==> src/rtl/mem_issue_unit_pkg.sv <==
`default_nettype none
// ============================================================================
//  Module      : mem_issue_unit_pkg
//  Description : Shared rv32i types used by the memory issue unit: physical
//                register / ROB index types, opcode and funct3 encodings,
//                LSQ entry and CDB structures, and the issue FSM state type.
//  Revision    : 1.0  initial release
// ============================================================================
package mem_issue_unit_pkg;

    localparam int NUM_PHYS_REGS        = 64;
    localparam int PHYS_REG_BITS        = 6;
    localparam int NUM_ROB_ENTRIES_BITS = 4;
    localparam int MEM_BUS_BYTES        = 4;

    typedef logic [PHYS_REG_BITS-1:0] phys_reg;

    typedef enum logic [6:0] {
        op_imm   = 7'b0010011,
        op_load  = 7'b0000011,
        op_store = 7'b0100011
    } rv32i_opcode;

    typedef enum logic [2:0] {
        lb  = 3'b000,
        lh  = 3'b001,
        lw  = 3'b010,
        lbu = 3'b100,
        lhu = 3'b101
    } load_funct3_t;

    typedef enum logic [2:0] {
        sb = 3'b000,
        sh = 3'b001,
        sw = 3'b010
    } store_funct3_t;

    typedef struct packed {
        logic [31:0] inst;
        logic [31:0] pc_rdata;
        logic [4:0]  rs1_addr;
        logic [4:0]  rs2_addr;
        logic [4:0]  rd_addr;
        logic [31:0] rs1_v;
        logic [31:0] rs2_v;
        logic [31:0] rd_wdata;
        logic [31:0] mem_addr;
        logic [3:0]  mem_rmask;
        logic [3:0]  mem_wmask;
        logic [31:0] mem_rdata;
        logic [31:0] mem_wdata;
    } rvfi_t;

    typedef struct packed {
        rv32i_opcode                     opcode;
        logic [2:0]                      funct3;
        phys_reg                         ps1_s;
        phys_reg                         ps2_s;
        phys_reg                         pd_s;
        logic [NUM_ROB_ENTRIES_BITS-1:0] rob_num;
        logic [31:0]                     i_imm;
        logic [31:0]                     s_imm;
        rvfi_t                           rvfi;
    } lsq_entry_t;

    typedef struct packed {
        logic                            valid;
        phys_reg                         pd_s;
        logic [31:0]                     pd_v;
        logic [NUM_ROB_ENTRIES_BITS-1:0] rob_num;
        logic                            br_en;
        logic                            instr_is_br;
        logic                            br_taken;
        rvfi_t                           rvfi_data;
    } cdb_t;

    typedef enum logic [1:0] {
        IDLE  = 2'd0,
        REQ   = 2'd1,
        REQ2  = 2'd2,
        DRAIN = 2'd3
    } mem_issue_state_t;

    // Access size in bytes for a load/store funct3 (byte, half, word).
    function automatic logic [2:0] size_from_funct3(input logic [2:0] f3);
        case (f3[1:0])
            2'b00:   size_from_funct3 = 3'd1;
            2'b01:   size_from_funct3 = 3'd2;
            default: size_from_funct3 = 3'd4;
        endcase
    endfunction

endpackage
`default_nettype wire

==> src/rtl/mem_issue_unit_lane_align.sv <==
`default_nettype none
// ============================================================================
//  Module      : mem_lane_align
//  Description : Combinational byte-lane steering for one memory access.
//                Produces the beat-0/beat-1 byte masks and lane-shifted
//                store data, and merges two raw read beats into the
//                sign/zero-extended load value.
//  Revision    : 1.0  initial release
// ============================================================================
module mem_lane_align
    import mem_issue_unit_pkg::*;
#(
    parameter int BUS_BYTES = MEM_BUS_BYTES,
    parameter int OFF_W     = (BUS_BYTES == 8) ? 3 : 2
) (
    input  logic [OFF_W-1:0]       off,
    input  logic [2:0]             size,
    input  logic [2:0]             funct3,
    input  logic [31:0]            store_data,
    input  logic [8*BUS_BYTES-1:0] rdata0,
    input  logic [8*BUS_BYTES-1:0] rdata1,
    output logic [BUS_BYTES-1:0]   mask0,
    output logic [BUS_BYTES-1:0]   mask1,
    output logic [8*BUS_BYTES-1:0] wdata0,
    output logic [8*BUS_BYTES-1:0] wdata1,
    output logic [3:0]             word_mask,
    output logic [31:0]            raw_word,
    output logic [31:0]            load_value
);

    localparam int LANE_BITS = 8 * BUS_BYTES;

    logic [2*BUS_BYTES-1:0] wide_mask;
    logic [2*LANE_BITS-1:0] wide_wdata;
    logic [2*LANE_BITS-1:0] both_beats;

    assign both_beats = {rdata1, rdata0};

    // Byte-enable pattern of the access before it is placed on the bus.
    always_comb begin
        case (size)
            3'd1:    word_mask = 4'b0001;
            3'd2:    word_mask = 4'b0011;
            default: word_mask = 4'b1111;
        endcase
    end

    // Shift mask and store data across two bus words; the upper word is beat 1.
    always_comb begin
        wide_mask  = {{(2*BUS_BYTES-4){1'b0}}, word_mask} << off;
        wide_wdata = {{(2*LANE_BITS-32){1'b0}}, store_data} << {off, 3'b000};
    end

    assign mask0  = wide_mask[BUS_BYTES-1:0];
    assign mask1  = wide_mask[2*BUS_BYTES-1:BUS_BYTES];
    assign wdata0 = wide_wdata[LANE_BITS-1:0];
    assign wdata1 = wide_wdata[2*LANE_BITS-1:LANE_BITS];

    // Gather four consecutive bytes starting at the access offset.
    always_comb begin
        raw_word = '0;
        for (int i = 0; i < 4; i++) begin
            raw_word[8*i +: 8] = both_beats[8*(int'(off) + i) +: 8];
        end
    end

    // Sign/zero extension by load type.
    always_comb begin
        case (funct3)
            lb:      load_value = {{24{raw_word[7]}}, raw_word[7:0]};
            lbu:     load_value = {24'd0, raw_word[7:0]};
            lh:      load_value = {{16{raw_word[15]}}, raw_word[15:0]};
            lhu:     load_value = {16'd0, raw_word[15:0]};
            default: load_value = raw_word;
        endcase
    end

endmodule
`default_nettype wire

==> src/rtl/mem_issue_unit.sv <==
`default_nettype none
// ============================================================================
//  Module      : mem_issue_unit
//  Description : Issues the LSQ head load/store to the D-cache once it is at
//                the ROB head with valid operands. Supports 4- or 8-byte
//                cache buses, splits bus-word-crossing accesses into two
//                beats, drains outstanding requests on mispredict and
//                broadcasts the result on the CDB.
//                Optional: define MEM_ISSUE_RVFI_EN to populate
//                cdb.rvfi_data from latched entry state.
//  Revision    : 1.0  initial release
// ============================================================================
module mem_issue_unit
    import mem_issue_unit_pkg::*;
#(
    parameter int BUS_BYTES = MEM_BUS_BYTES,
    parameter int ROB_BITS  = NUM_ROB_ENTRIES_BITS
) (
    input  logic                     clk,
    input  logic                     rst_n,
    input  logic                     mispredict,
    input  lsq_entry_t               lsq_head,
    input  logic                     lsq_empty,
    output logic                     pop,
    input  logic [NUM_PHYS_REGS-1:0] valid_reg,
    output phys_reg                  ps1_s,
    output phys_reg                  ps2_s,
    input  logic [31:0]              ps1_v,
    input  logic [31:0]              ps2_v,
    input  logic [ROB_BITS-1:0]      rob_head,
    output cdb_t                     cdb,
    output logic [31:0]              d_cache_addr,
    output logic [BUS_BYTES-1:0]     d_cache_rmask,
    output logic [BUS_BYTES-1:0]     d_cache_wmask,
    output logic [8*BUS_BYTES-1:0]   d_cache_wdata,
    input  logic [8*BUS_BYTES-1:0]   d_cache_rdata,
    input  logic                     d_cache_resp
);

    localparam int OFF_W     = (BUS_BYTES == 8) ? 3 : 2;
    localparam int LANE_BITS = 8 * BUS_BYTES;

    mem_issue_state_t                state_q, state_d;
    logic [31:0]                     ea_q, ea_d;
    logic [2:0]                      funct3_q, funct3_d;
    logic                            is_store_q, is_store_d;
    logic                            split_q, split_d;
    logic [31:0]                     wdata_q, wdata_d;
    phys_reg                         pd_s_q, pd_s_d;
    logic [NUM_ROB_ENTRIES_BITS-1:0] rob_num_q, rob_num_d;
    logic [LANE_BITS-1:0]            beat0_q, beat0_d;
    logic                            beat1_q, beat1_d;

    logic                 is_load, is_store, ready, issue, complete, active;
    logic [31:0]          ea;
    logic [2:0]           size_in;
    logic                 split_in;
    logic [BUS_BYTES-1:0] mask0, mask1, cur_mask;
    logic [LANE_BITS-1:0] wdata0, wdata1, rdata_lo;
    logic [3:0]           word_mask;
    logic [31:0]          raw_word, load_value;

    assign ps1_s = lsq_head.ps1_s;
    assign ps2_s = lsq_head.ps2_s;

    assign is_load  = (lsq_head.opcode == op_load);
    assign is_store = (lsq_head.opcode == op_store);
    assign ready    = !lsq_empty && (rob_head == lsq_head.rob_num) &&
                      ((is_load && valid_reg[lsq_head.ps1_s]) ||
                       (is_store && valid_reg[lsq_head.ps1_s] && valid_reg[lsq_head.ps2_s]));
    assign issue    = (state_q == IDLE) && ready && !mispredict;

    assign ea       = ps1_v + (is_store ? lsq_head.s_imm : lsq_head.i_imm);
    assign size_in  = size_from_funct3(lsq_head.funct3);
    assign split_in = (int'(ea[OFF_W-1:0]) + int'(size_in)) > BUS_BYTES;

    // Beat 1 merges the captured beat-0 word with the word arriving now.
    assign rdata_lo = beat1_q ? beat0_q : d_cache_rdata;

    mem_lane_align #(
        .BUS_BYTES (BUS_BYTES),
        .OFF_W     (OFF_W)
    ) u_align (
        .off        (ea_q[OFF_W-1:0]),
        .size       (size_from_funct3(funct3_q)),
        .funct3     (funct3_q),
        .store_data (wdata_q),
        .rdata0     (rdata_lo),
        .rdata1     (d_cache_rdata),
        .mask0      (mask0),
        .mask1      (mask1),
        .wdata0     (wdata0),
        .wdata1     (wdata1),
        .word_mask  (word_mask),
        .raw_word   (raw_word),
        .load_value (load_value)
    );

    // Request outputs come only from latched state; DRAIN keeps them held.
    assign active        = (state_q != IDLE);
    assign cur_mask      = beat1_q ? mask1 : mask0;
    assign d_cache_addr  = {ea_q[31:OFF_W], {OFF_W{1'b0}}} + (beat1_q ? 32'(BUS_BYTES) : 32'd0);
    assign d_cache_rmask = (active && !is_store_q) ? cur_mask : '0;
    assign d_cache_wmask = (active &&  is_store_q) ? cur_mask : '0;
    assign d_cache_wdata = beat1_q ? wdata1 : wdata0;
    assign pop           = complete;

    // Next-state and request-register update.
    always_comb begin
        state_d    = state_q;
        ea_d       = ea_q;
        funct3_d   = funct3_q;
        is_store_d = is_store_q;
        split_d    = split_q;
        wdata_d    = wdata_q;
        pd_s_d     = pd_s_q;
        rob_num_d  = rob_num_q;
        beat0_d    = beat0_q;
        beat1_d    = beat1_q;
        complete   = 1'b0;
        unique case (state_q)
            IDLE: begin
                if (issue) begin
                    ea_d       = ea;
                    funct3_d   = lsq_head.funct3;
                    is_store_d = is_store;
                    split_d    = split_in;
                    wdata_d    = ps2_v;
                    pd_s_d     = lsq_head.pd_s;
                    rob_num_d  = lsq_head.rob_num;
                    beat1_d    = 1'b0;
                    state_d    = REQ;
                end
            end
            REQ: begin
                if (d_cache_resp) begin
                    if (mispredict) begin
                        state_d = IDLE;
                    end else if (split_q) begin
                        beat0_d = d_cache_rdata;
                        beat1_d = 1'b1;
                        state_d = REQ2;
                    end else begin
                        complete = 1'b1;
                        state_d  = IDLE;
                    end
                end else if (mispredict) begin
                    state_d = DRAIN;
                end
            end
            REQ2: begin
                if (d_cache_resp) begin
                    complete = !mispredict;
                    state_d  = IDLE;
                end else if (mispredict) begin
                    state_d = DRAIN;
                end
            end
            DRAIN: begin
                if (d_cache_resp) begin
                    state_d = IDLE;
                end
            end
            default: state_d = IDLE;
        endcase
    end

    // State and request registers.
    always_ff @(posedge clk or negedge rst_n) begin
        if (!rst_n) begin
            state_q    <= IDLE;
            ea_q       <= '0;
            funct3_q   <= '0;
            is_store_q <= 1'b0;
            split_q    <= 1'b0;
            wdata_q    <= '0;
            pd_s_q     <= '0;
            rob_num_q  <= '0;
            beat0_q    <= '0;
            beat1_q    <= 1'b0;
        end else begin
            state_q    <= state_d;
            ea_q       <= ea_d;
            funct3_q   <= funct3_d;
            is_store_q <= is_store_d;
            split_q    <= split_d;
            wdata_q    <= wdata_d;
            pd_s_q     <= pd_s_d;
            rob_num_q  <= rob_num_d;
            beat0_q    <= beat0_d;
            beat1_q    <= beat1_d;
        end
    end

`ifdef MEM_ISSUE_RVFI_EN
    rvfi_t       rvfi_q, rvfi_d;
    logic [31:0] ps1_v_q, ps1_v_d;
    logic [31:0] wdata_merged;

    // Capture the monitor record and base operand alongside the request.
    always_comb begin
        rvfi_d  = rvfi_q;
        ps1_v_d = ps1_v_q;
        if (issue) begin
            rvfi_d  = lsq_head.rvfi;
            ps1_v_d = ps1_v;
        end
    end

    // Monitor registers.
    always_ff @(posedge clk or negedge rst_n) begin
        if (!rst_n) begin
            rvfi_q  <= '0;
            ps1_v_q <= '0;
        end else begin
            rvfi_q  <= rvfi_d;
            ps1_v_q <= ps1_v_d;
        end
    end

    // Store data restricted to the bytes actually written.
    always_comb begin
        wdata_merged = '0;
        for (int i = 0; i < 4; i++) begin
            if (word_mask[i]) begin
                wdata_merged[8*i +: 8] = wdata_q[8*i +: 8];
            end
        end
    end
`else
    logic unused_rvfi;
    assign unused_rvfi = ^{1'b0, lsq_head.rvfi, word_mask, raw_word};
`endif

    // Result broadcast.
    always_comb begin
        cdb             = '0;
        cdb.valid       = complete;
        cdb.pd_s        = is_store_q ? '0 : pd_s_q;
        cdb.pd_v        = is_store_q ? 32'd0 : load_value;
        cdb.rob_num     = rob_num_q;
        cdb.br_en       = 1'b0;
        cdb.instr_is_br = 1'b0;
        cdb.br_taken    = 1'b0;
`ifdef MEM_ISSUE_RVFI_EN
        cdb.rvfi_data           = rvfi_q;
        cdb.rvfi_data.rs1_v     = ps1_v_q;
        cdb.rvfi_data.rs2_v     = wdata_q;
        cdb.rvfi_data.rd_wdata  = is_store_q ? 32'd0 : load_value;
        cdb.rvfi_data.mem_addr  = {ea_q[31:OFF_W], {OFF_W{1'b0}}};
        cdb.rvfi_data.mem_rmask = is_store_q ? 4'd0 : word_mask;
        cdb.rvfi_data.mem_wmask = is_store_q ? word_mask : 4'd0;
        cdb.rvfi_data.mem_rdata = is_store_q ? 32'd0 : raw_word;
        cdb.rvfi_data.mem_wdata = is_store_q ? wdata_merged : 32'd0;
`endif
    end

endmodule
`default_nettype wire

==> config.mk <==
export PLATFORM = sky130hd
export DESIGN_NAME = mem_issue_unit
export DESIGN_NICKNAME = d
export VERILOG_FILES = /design/src/rtl/mem_issue_unit_pkg.sv /design/src/rtl/mem_issue_unit_lane_align.sv /design/src/rtl/mem_issue_unit.sv
export SDC_FILE = /design/constraint.sdc
export NUM_CORES = 1
export LEC_CHECK = 0
export ABC_CLOCK_PERIOD_IN_PS = 6800
export CAP_MARGIN = 25
export CORE_AREA = 2 2 373 375
export CTS_BUF_LIST = sky130_fd_sc_hd__clkbuf_4 sky130_fd_sc_hd__clkbuf_8 sky130_fd_sc_hd__clkbuf_16
export DETAILED_ROUTE_END_ITERATION = 12
export DIE_AREA = 0 0 375 377
export PLACE_DENSITY = 0.3
export SYNTH_ARGS = -nofsm -noshare
export SYNTH_HDL_FRONTEND = slang
export SYNTH_SLANG_ARGS = --single-unit
==> constraint.sdc <==
create_clock -name clk -period 6.8 [get_ports clk]
set_input_delay 1.36 -clock clk [delete_from_list [all_inputs] [get_ports clk]]
set_output_delay 1.36 -clock clk [all_outputs]
set_load 0.005 [all_outputs]
======== Yosys cells after proc, flatten, opt, wreduce, memory -nomap -nowiden ========
Cells that the tools add are included.
Widths: inputs -> output; s select.
word-level totals
  flip-flop bits (word level) ............. 114
  input port bits ......................... 544
  output and inout bits ................... 410
  logic and storage cells ................. 102
operators by class
  $add $sub $neg .......................... 6
  $lt $le $gt $ge ......................... 3
  equality and inequality tests ........... 18
  shifts and indexed selects .............. 6
  mux-type cells .......................... 35
  bitwise operators ....................... 1
  reductions and logical operators ........ 23
operators with widths
  kind                 number
  $shiftx 64x32->8     3
  $mux 32              4
  $pmux 32 s4          1
  $shiftx 64x6->8      1
  $shl 32x5->64        1
  $add 32x3->32        1
  $add 32x32->32       1
  $lt 6x7->1 const B   2
  $mux 2               7
  $bmux 1 s6           2
  $mux 4               3
  $pmux 3 s2           2
  $mux 1               10
  $ne 2x2->1 const B   5
  $logic_and 1x1->1    9
  $pmux 2 s4           1
  $pmux 4 s2           1
  $shl 4x2->8          1
  $eq 7x2->1 const B   1
  $eq 7x6->1 const B   1
  $add 2x2->3 const B  2
  $eq 2x1->1 const B   3
  $eq 3x1->1 const B   2
  $eq 3x3->1 const B   2
  18 further kinds     26

======== Depth between registers and ports, before layout ========
Gate-level depths: netlist (run 1).
  depth after elaboration ................. 10
  mapped depth ............................ 16
  depth with buffers taken out ............ 15

======== Cells and area by module ========
From an unflattened synthesis (run 1), not the netlist that was laid out.
unflattened totals
  cells, all modules ...................... 1,474
  area, all modules ....................... 13,852.0 um2
by module, submodules not included
  module          instances  cells each  area each (um2)  sequential area each (um2)
  mem_issue_unit  1          1,197       11,761.3         2,852.7
  mem_lane_align  1          277         2,090.8          0.0

======== Worst setup path after synthesis (run 1) ========
OpenSTA, ideal clock, no wires.
  kind .................................... in2reg
  from .................................... in lsq_head[371] in the netlist's numbering
  to ...................................... reg ea_q[30]
  library setup time ...................... 125 ps
  arrival time ............................ 4,812 ps
  data required time ...................... 6,675 ps
  slack ................................... 1,863 ps
  stages .................................. 16
  buffers on the path ..................... 1
  cells stage by stage .................... nor4_1 nand4_1 clkbuf_1 mux2_2 ha_1 inv_1 fa_1 nand2b_1 a21oi_1 o21ai_0 a21o_1 a211oi_1 a31oi_1 o31ai_1 xor2_1 mux2_2
on the way
  word-level cells in the longest chain between the ends .. 8
  elaborated cells on any way between the ends .. 12
  classes of those cells .................. add/sub (1); eq/ne (2); mux (1); reduce/logical (8)
RTL lines
  item                                                                    line                   source
  from (decl)                                                             mem_issue_unit.sv:22   input lsq_entry_t lsq_head,
  parallel branches: the longest is 8 deep, another holds $add 32x32->32  --
  to (signal assigned)                                                    mem_issue_unit.sv:172  ea_q <= '0;
  to (signal assigned)                                                    mem_issue_unit.sv:183  ea_q <= ea_d;
  to (decl)                                                               mem_issue_unit.sv:44   logic [31:0] ea_q, ea_d;
Parallel ways; which one is timed is not known.
A chain may end at the register's enable or synchronous reset.

======== Worst setup path in the final report (run 1) ========
  from .................................... in lsq_head[371] in the netlist's numbering
  to ...................................... reg ea_q[29]
Same word-level chain as after synthesis.

==> results of run 1 <==
## placed cells by master, fill, tap and decap left out, types with 11 or more instances in the layout
cell type	count
xor2_1	26
mux2_4	14
nor2b_1	15
nor3_1	12
mux2i_1	85
a21o_1	12
conb_1	284
nand3_1	38
clkdlybuf4s50_1	389
nor2_1	57
o21ai_0	50
a211oi_1	14
nand2b_1	12
clkbuf_16	17
a21oi_1	82
mux2_2	136
nand4_1	12
ha_1	42
mux4_2	32
o22ai_1	11
buf_4	25
dfrtp_1	111
nand2_1	94
xnor2_1	35
inv_1	15
## worst max-delay path, stage by stage
cell	delay [ns]
clkdlybuf4s50_1	0.40
nor4_1	0.39
nand4_1	0.24
buf_4	0.29
mux2_2	0.33
ha_1	0.36
inv_1	0.07
o311a_1	0.35
o31a_1	0.31
o21ai_0	0.26
a41oi_1	0.24
a21oi_1	0.35
mux2i_1	0.13
a2111oi_0	0.52
buf_4	0.20
mux2_2	0.13
## final cells by class
cell class,instances,area (sq um)
clock buffers,17,425.4
well taps,1794,2245
clock inverters,15,151.4
flip-flops and latches,114,2859
repair buffers,420,4203
multi-input cells,1159,8194
fillers,15610,118800
diodes,6,15.01
inverters,18,67.56
## final timing paths
check | cells after the start | start | endpoint | slack, ns
setup / recovery | 16 | lsq_head[371] | ea_q[29] | 1.27
hold / removal | 1 | pd_s_q[1] | pd_s_q[1] | 0.50
setup reg to reg | 11 | state_q[1] | wdata_q[22] | 2.60
hold reg to reg | 1 | pd_s_q[1] | pd_s_q[1] | 0.50
max in group asynchronous | 2 | rst_n | beat1_q | 4.92
min in group asynchronous | 1 | rst_n | beat0_q[22] | 0.80
## flip-flops by register name, indices dropped and copies added, names as in the netlist
signal / flops
pd_s_q: 6
beat0_q: 32
ea_q: 32
split_q: 1
rob_num_q: 4
state_q: 2
is_store_q: 1
funct3_q: 3
beat1_q: 1
wdata_q: 32
## report_power, final
| part | switching [W] | internal [W] | leakage [nW] |
|---|---|---|---|
| registers | 0.00000972 | 0.000688 | 1.57 |
| clock network | 0.000448 | 0.000510 | 0.267 |
| logic | 0.000359 | 0.000327 | 5.63 |
## metrics by stage
| stage | cell area [sq um] | std cells | hold slack [ns] |
|---|---|---|---|
| floorplan | 13630 | 1655 | 0.4727 |
| global placement | 17500 | 3502 | 0.4820 |
| detailed placement | 17570 | 3505 | 0.4887 |
| CTS | 18140 | 3537 | 0.5041 |
| global route | 18150 | 3539 | 0.5199 |
| finish | 18160 | 3543 | 0.5023 |
## kinds of logic (layout without fill, tap and decap cells)
family,count (synthesis),after routing,synth area share [%]
mux,267,267,26.35
compound gates,224,224,10.96
xor+xnor,61,61,4.250
simple gates,279,279,10.55
flops,114,114,22.69
fa+ha+maj,44,44,4.498
other cells,1,290,0.02983
buf+inv,382,470,20.67
## layer usage
layer / global-route usage (%) / vias to the layer above
li1: - / 5013
met1: 11.45 / 5073
met2: 12.38 / 484
met3: 3.419 / 54
met4: 2.526 / 12
met5: 0 / -
==> run_results.csv, run 1 <==
group,metric,value,unit
floorplan,initial_utilization,9.178,%
pwr,ir_drop,0.1917,mV
logic_synthesis,syn_avg_cell_area,9.163,sq um
detailed_routing,drt_iter0_drc,388,
detailed_routing,drc,0,
logic_synthesis,ys_ff_latch,114,
logic_synthesis,netlist_top_cells_area,"dfrtp_1 23%, buf_4 18%, mux2_2 12%",
logic_synthesis,yosys-top-cells-count,"300 x buf_4, 136 x mux2_2, 114 x dfrtp_1, 94 x nand2_1, 85 x mux2i_1",
cts,cts.htree.levels,4,
detailed_routing,vias,10640,
cts,clockBufferDepth,2,
detailed_routing,wire_per_inst,17.33,um
placed_design,hpwl,50.89,mm
timing,period_minus_slack,5.526,ns
placed_design,io_buffers,390,
timing,period_share,81.26,%
pwr,p_leak,7.471,nW
global_route,overflow,0,
logic_synthesis,synth_edf_count,0,
logic_synthesis,yosysMostFrequentCell,"buf_4",
timing,slew_viol_final,0,
pwr,p_total,0.002342,W
cts,root_buffer,"clkbuf_16",
floorplan,rows,136,
logic_synthesis,yosysTopAreaCell,"dfrtp_1",
detailed_routing,drt_pre_antenna_iters,4,
critical_path,required,7.25,ns
cts,cts-buffers-inserted,17,
detailed_routing,routed.top_layer,"met5",
floorplan,die_w,375,um
logic_synthesis,syn_area,12570,sq um
timing,setup_viol_count_final,0,
cts,cts_setup_buffers,0,
cells_and_area,utilization,13.26,%
critical_path,cp-start-kind,"primary input",
placed_design,pre_cts_slack,0.5120,ns
global_route,grt_pass1_wl,84.02,mm
detailed_routing,vias_per_cell,3.002,
critical_path,cp.arrival,5.98,ns
floorplan,pin_count,954,
floorplan,die_h,377,um
detailed_routing,met2_length,25.80,mm
timing,hold_viol,0,
timing,layout_setup_ws,1.274,ns
detailed_routing,wl,61.40,mm
timing,fmax,0.1810,GHz
critical_path,crit_type,"in -> reg",
logic_synthesis,syn_inst,1372,
timing,max_slew_margin,41.24,%
logic_synthesis,synthArstFlopShare,100.0,%
pwr,power_density,129.0,nW/um^2
timing,rsz0062_at_grt,"false",
cts,insertion_delay,0.51,ns
detailed_routing,wirelength_met1,28.66,mm
critical_path,cp-end-kind,"register",
logic_synthesis,ys_seq_area_share,22.69,%
global_route,grt_max_degree,60,
hold_path,hp-class,"reg -> reg",
logic_synthesis,synth_top_area_share,22.69,%
cts,cts_tree,"done",
timing,skew,0.007561,ns
cts,clk_pin_slew,0.06,ns
run,drv_cap,0,
detailed_routing,ant_nets,0,
critical_path,worst-path-max-fanout,12,
timing,fin_tns_setup,0,ns
global_route,grt_use_total,8.524,%
cells_and_area,area_growth,44.45,%
logic_synthesis,yosysWarningCount,0,
detailed_routing,wl_met3,5.892,mm
cts,cts_resized,0,
placed_design,gp_routability_congestion,0.7253,
logic_synthesis,ys.flop_type,"dfrtp_1",
outcome,status,"completed",
logic_synthesis,netlist-cell-type-count,58,
cells_and_area,fin_nets,2318,
timing,tightest_slew,0.8814,ns
floorplan,dieArea,141400,sq um
global_route,antenna_found_initial,24,
cts,cts_hold_buf,0,
global_route,grt_pass1_vias,10880,
cells_and_area,drive_gt1_share,14.74,%
cts,clock-sinks,114,
floorplan,core_area,137000,sq um
Note: power is estimated with default switching activity, not from simulation.
==> run 2, diff against run 1 <==
--- a/config.mk
+++ b/config.mk
@@ -5,12 +5,12 @@
 export SDC_FILE = /design/constraint.sdc
 export NUM_CORES = 1
 export LEC_CHECK = 0
-export ABC_CLOCK_PERIOD_IN_PS = 6800
+export ABC_CLOCK_PERIOD_IN_PS = 4900
 export CAP_MARGIN = 25
-export CORE_AREA = 2 2 373 375
+export CORE_AREA = 2 2 372 374
 export CTS_BUF_LIST = sky130_fd_sc_hd__clkbuf_4 sky130_fd_sc_hd__clkbuf_8 sky130_fd_sc_hd__clkbuf_16
 export DETAILED_ROUTE_END_ITERATION = 12
-export DIE_AREA = 0 0 375 377
+export DIE_AREA = 0 0 374 376
 export PLACE_DENSITY = 0.3
 export SYNTH_ARGS = -nofsm -noshare
 export SYNTH_HDL_FRONTEND = slang
==> constraint.sdc (replaced) <==
create_clock -name clk -period 4.9 [get_ports clk]
set_input_delay 0.98 -clock clk [delete_from_list [all_inputs] [get_ports clk]]
set_output_delay 0.98 -clock clk [all_outputs]
set_load 0.005 [all_outputs]
==> run_results.csv, run 2 (synthesized netlist as in run 1, its figures left out) <==
group,metric,value,unit
floorplan,core_area,136600,sq um
critical_path,crit_type,"in -> reg",
critical_path,critPathSlowestCell,"clkdlybuf4s50_1",
timing,setup_viol_count_final,0,
timing,tightest_slew,0.8169,ns
cts,clock-sinks,114,
hold_path,hp-class,"in -> async",
timing,period_minus_slack,4.726,ns
global_route,grt_use_total,8.660,%
cells_and_area,drive_gt1_share,20.78,%
critical_path,crit_family,"buffers and inverters",
critical_path,cp_cell_sequence,"clkdlybuf4s50_1 -> nor4_2 -> buf_4 -> nand4_1 -> buf_12 -> mux2_2 -> ha_1 -> inv_1 -> fa_1 -> nand2b_4 -> a21oi_2 -> o21ai_1 -> buf_4 -> a21o_1 -> a211oi_2 -> buf_4 -> a31oi_1 -> o31ai_1 -> xor2_1 -> mux2_2",
floorplan,rows,136,
cts,cts-buffers-inserted,17,
timing,max_slew_margin,45.08,%
detailed_routing,drt_pre_antenna_iters,4,
global_route,grt_pass1_vias,11040,
cts,clk_pin_slew,0.07,ns
placed_design,place_area,18280,sq um
cells_and_area,mostFrequentLayoutCells,"389 x clkdlybuf4s50_1, 284 x conb_1, 136 x mux2_2",
global_route,grt_max_degree,44,
cts,cts_hold_buf,0,
timing,fmax,0.2116,GHz
placed_design,io_buffers,390,
critical_path,cp.arrival,5.10,ns
outcome,status,"completed",
detailed_routing,vias,10870,
cells_and_area,final_common_cell,"clkdlybuf4s50_1",
critical_path,worst-path-max-fanout,8,
global_route,grt_pass1_wl,85.44,mm
cts,insertion_delay,0.51,ns
detailed_routing,wire_per_inst,17.15,um
timing,period_share,96.45,%
detailed_routing,ant_nets,0,
floorplan,dieArea,140600,sq um
run,drv_cap,0,
cells_and_area,area_growth,51.76,%
critical_path,worst-path-buf-inv,6,
floorplan,die_w,374,um
floorplan,initial_utilization,9.201,%
cts,cts_tree,"done",
detailed_routing,vias_per_cell,2.984,
cts,clockBufferDepth,2,
cts,cts.htree.levels,4,
placed_design,hpwl,52.69,mm
global_route,antenna_found_initial,24,
floorplan,pin_count,954,
timing,rsz0062_at_grt,"true",
timing,hold_viol,0,
detailed_routing,wl,62.47,mm
pwr,ir_drop,0.2718,mV
detailed_routing,drc,0,
critical_path,cp-end-kind,"register",
floorplan,die_h,376,um
cts,root_buffer,"clkbuf_16",
timing,skew,0.01839,ns
critical_path,required,5.28,ns
cells_and_area,stdcell_count,3643,
critical_path,cp_common_cell,"buf_4",
pwr,power_density,178.8,nW/um^2
timing,slew_viol_final,0,
placed_design,dp.cells,3601,
timing,fin_tns_setup,0,ns
placed_design,gp_routability_congestion,0.7210,
cells_and_area,final_area,19080,sq um
critical_path,critPathMaxStageDelay,0.42,ns
cells_and_area,top_regs,"beat0_q (32), ea_q (32), wdata_q (32)",
pwr,p_leak,8.045,nW
cells_and_area,layout.filler_cells,15540,
timing,fin_hold_ws,0.4189,ns
global_route,overflow,0,
critical_path,cp-start-kind,"primary input",
cells_and_area,fin_nets,2418,
detailed_routing,drt_iter0_drc,346,
run 2: cell count changes in the layout (fill, tap and decap cells not counted), sizes merged:
cell and change:
inv +2, clkinv -1, buf +100, clkinvlp -2
bufinv +1
run 2: through the flow:
stage | util, % | setup slack, ns | total power, W
final | 13.96 | 0.1739 | 0.003411
after global routing | 13.95 | -0.004669 | 0.003645
after CTS | 13.87 | 0.006703 | 0.003523
after detailed placement | 13.38 | -0.6614 | 0.002038
after global placement | 13.38 | -0.6388 | 0.002043
after floorplan | - | 0.3430 | 0.001606
run 2: where the power goes:
| part | switching [W] | internal, W | leakage [nW] |
|---|---|---|---|
| Combinational | 0.000519 | 0.000532 | 6.19 |
| Clock | 0.000630 | 0.000761 | 0.285 |
| Sequential | 0.0000144 | 0.000955 | 1.57 |
run 2: path summary, 6_finish.rpt:
check,end,cells after the start,from,slack [ns]
max in group asynchronous,ea_q[29],2,rst_n,3.46
worst min-delay path,pd_s_q[0],1,rst_n,0.42
worst max-delay path,ea_q[30],20,lsq_head[374],0.17
worst min register to register,pd_s_q[1],1,pd_s_q[1],0.50
min in group clk,pd_s_q[1],1,pd_s_q[1],0.50
worst max register to register,wdata_q[6],12,state_q[1],0.93
run 2: final cells by class:
cell class,count,area (sq um),share of cell area (%)
diodes,6,15.01,0.07869
clock buffers,17,425.4,2.230
clock inverters,15,171.4,0.8984
inverters,18,67.56,0.3541
multi-input cells,1159,8339,43.71
flip-flops and latches,114,2860,14.99
well taps,1794,2245,11.76
repair buffers,520,4956,25.98
run 2: worst register-to-register path, stage by stage (launching register included):
cell and delay, ns:
dfrtp_1 0.44, inv_1 0.10, ha_1 0.41, inv_1 0.39, nor4_1 0.48, nand4_1 0.16
nor4_2 0.37, buf_4 0.23, nand3_1 0.12, a2111oi_4 0.27, buf_12 0.22, buf_12 0.25
mux2_2 0.41
run 2: timing repair:
action                                 in CTS  in global routing
resized for setup                          11                 17
pin swaps                                   1                  4
setup endpoints to repair                   9                 13
buffers inserted                            2                  2
endpoints found under the hold margin       0                  0
run 2: layer usage:
layer	up-vias	share of wire (%)	track usage [%]
met5	-	0.20	0
met3	49	9.3	3.468
met2	476	42	12.89
met4	20	0.95	1.887
met1	5113	47	11.64
li1	5211	-	-
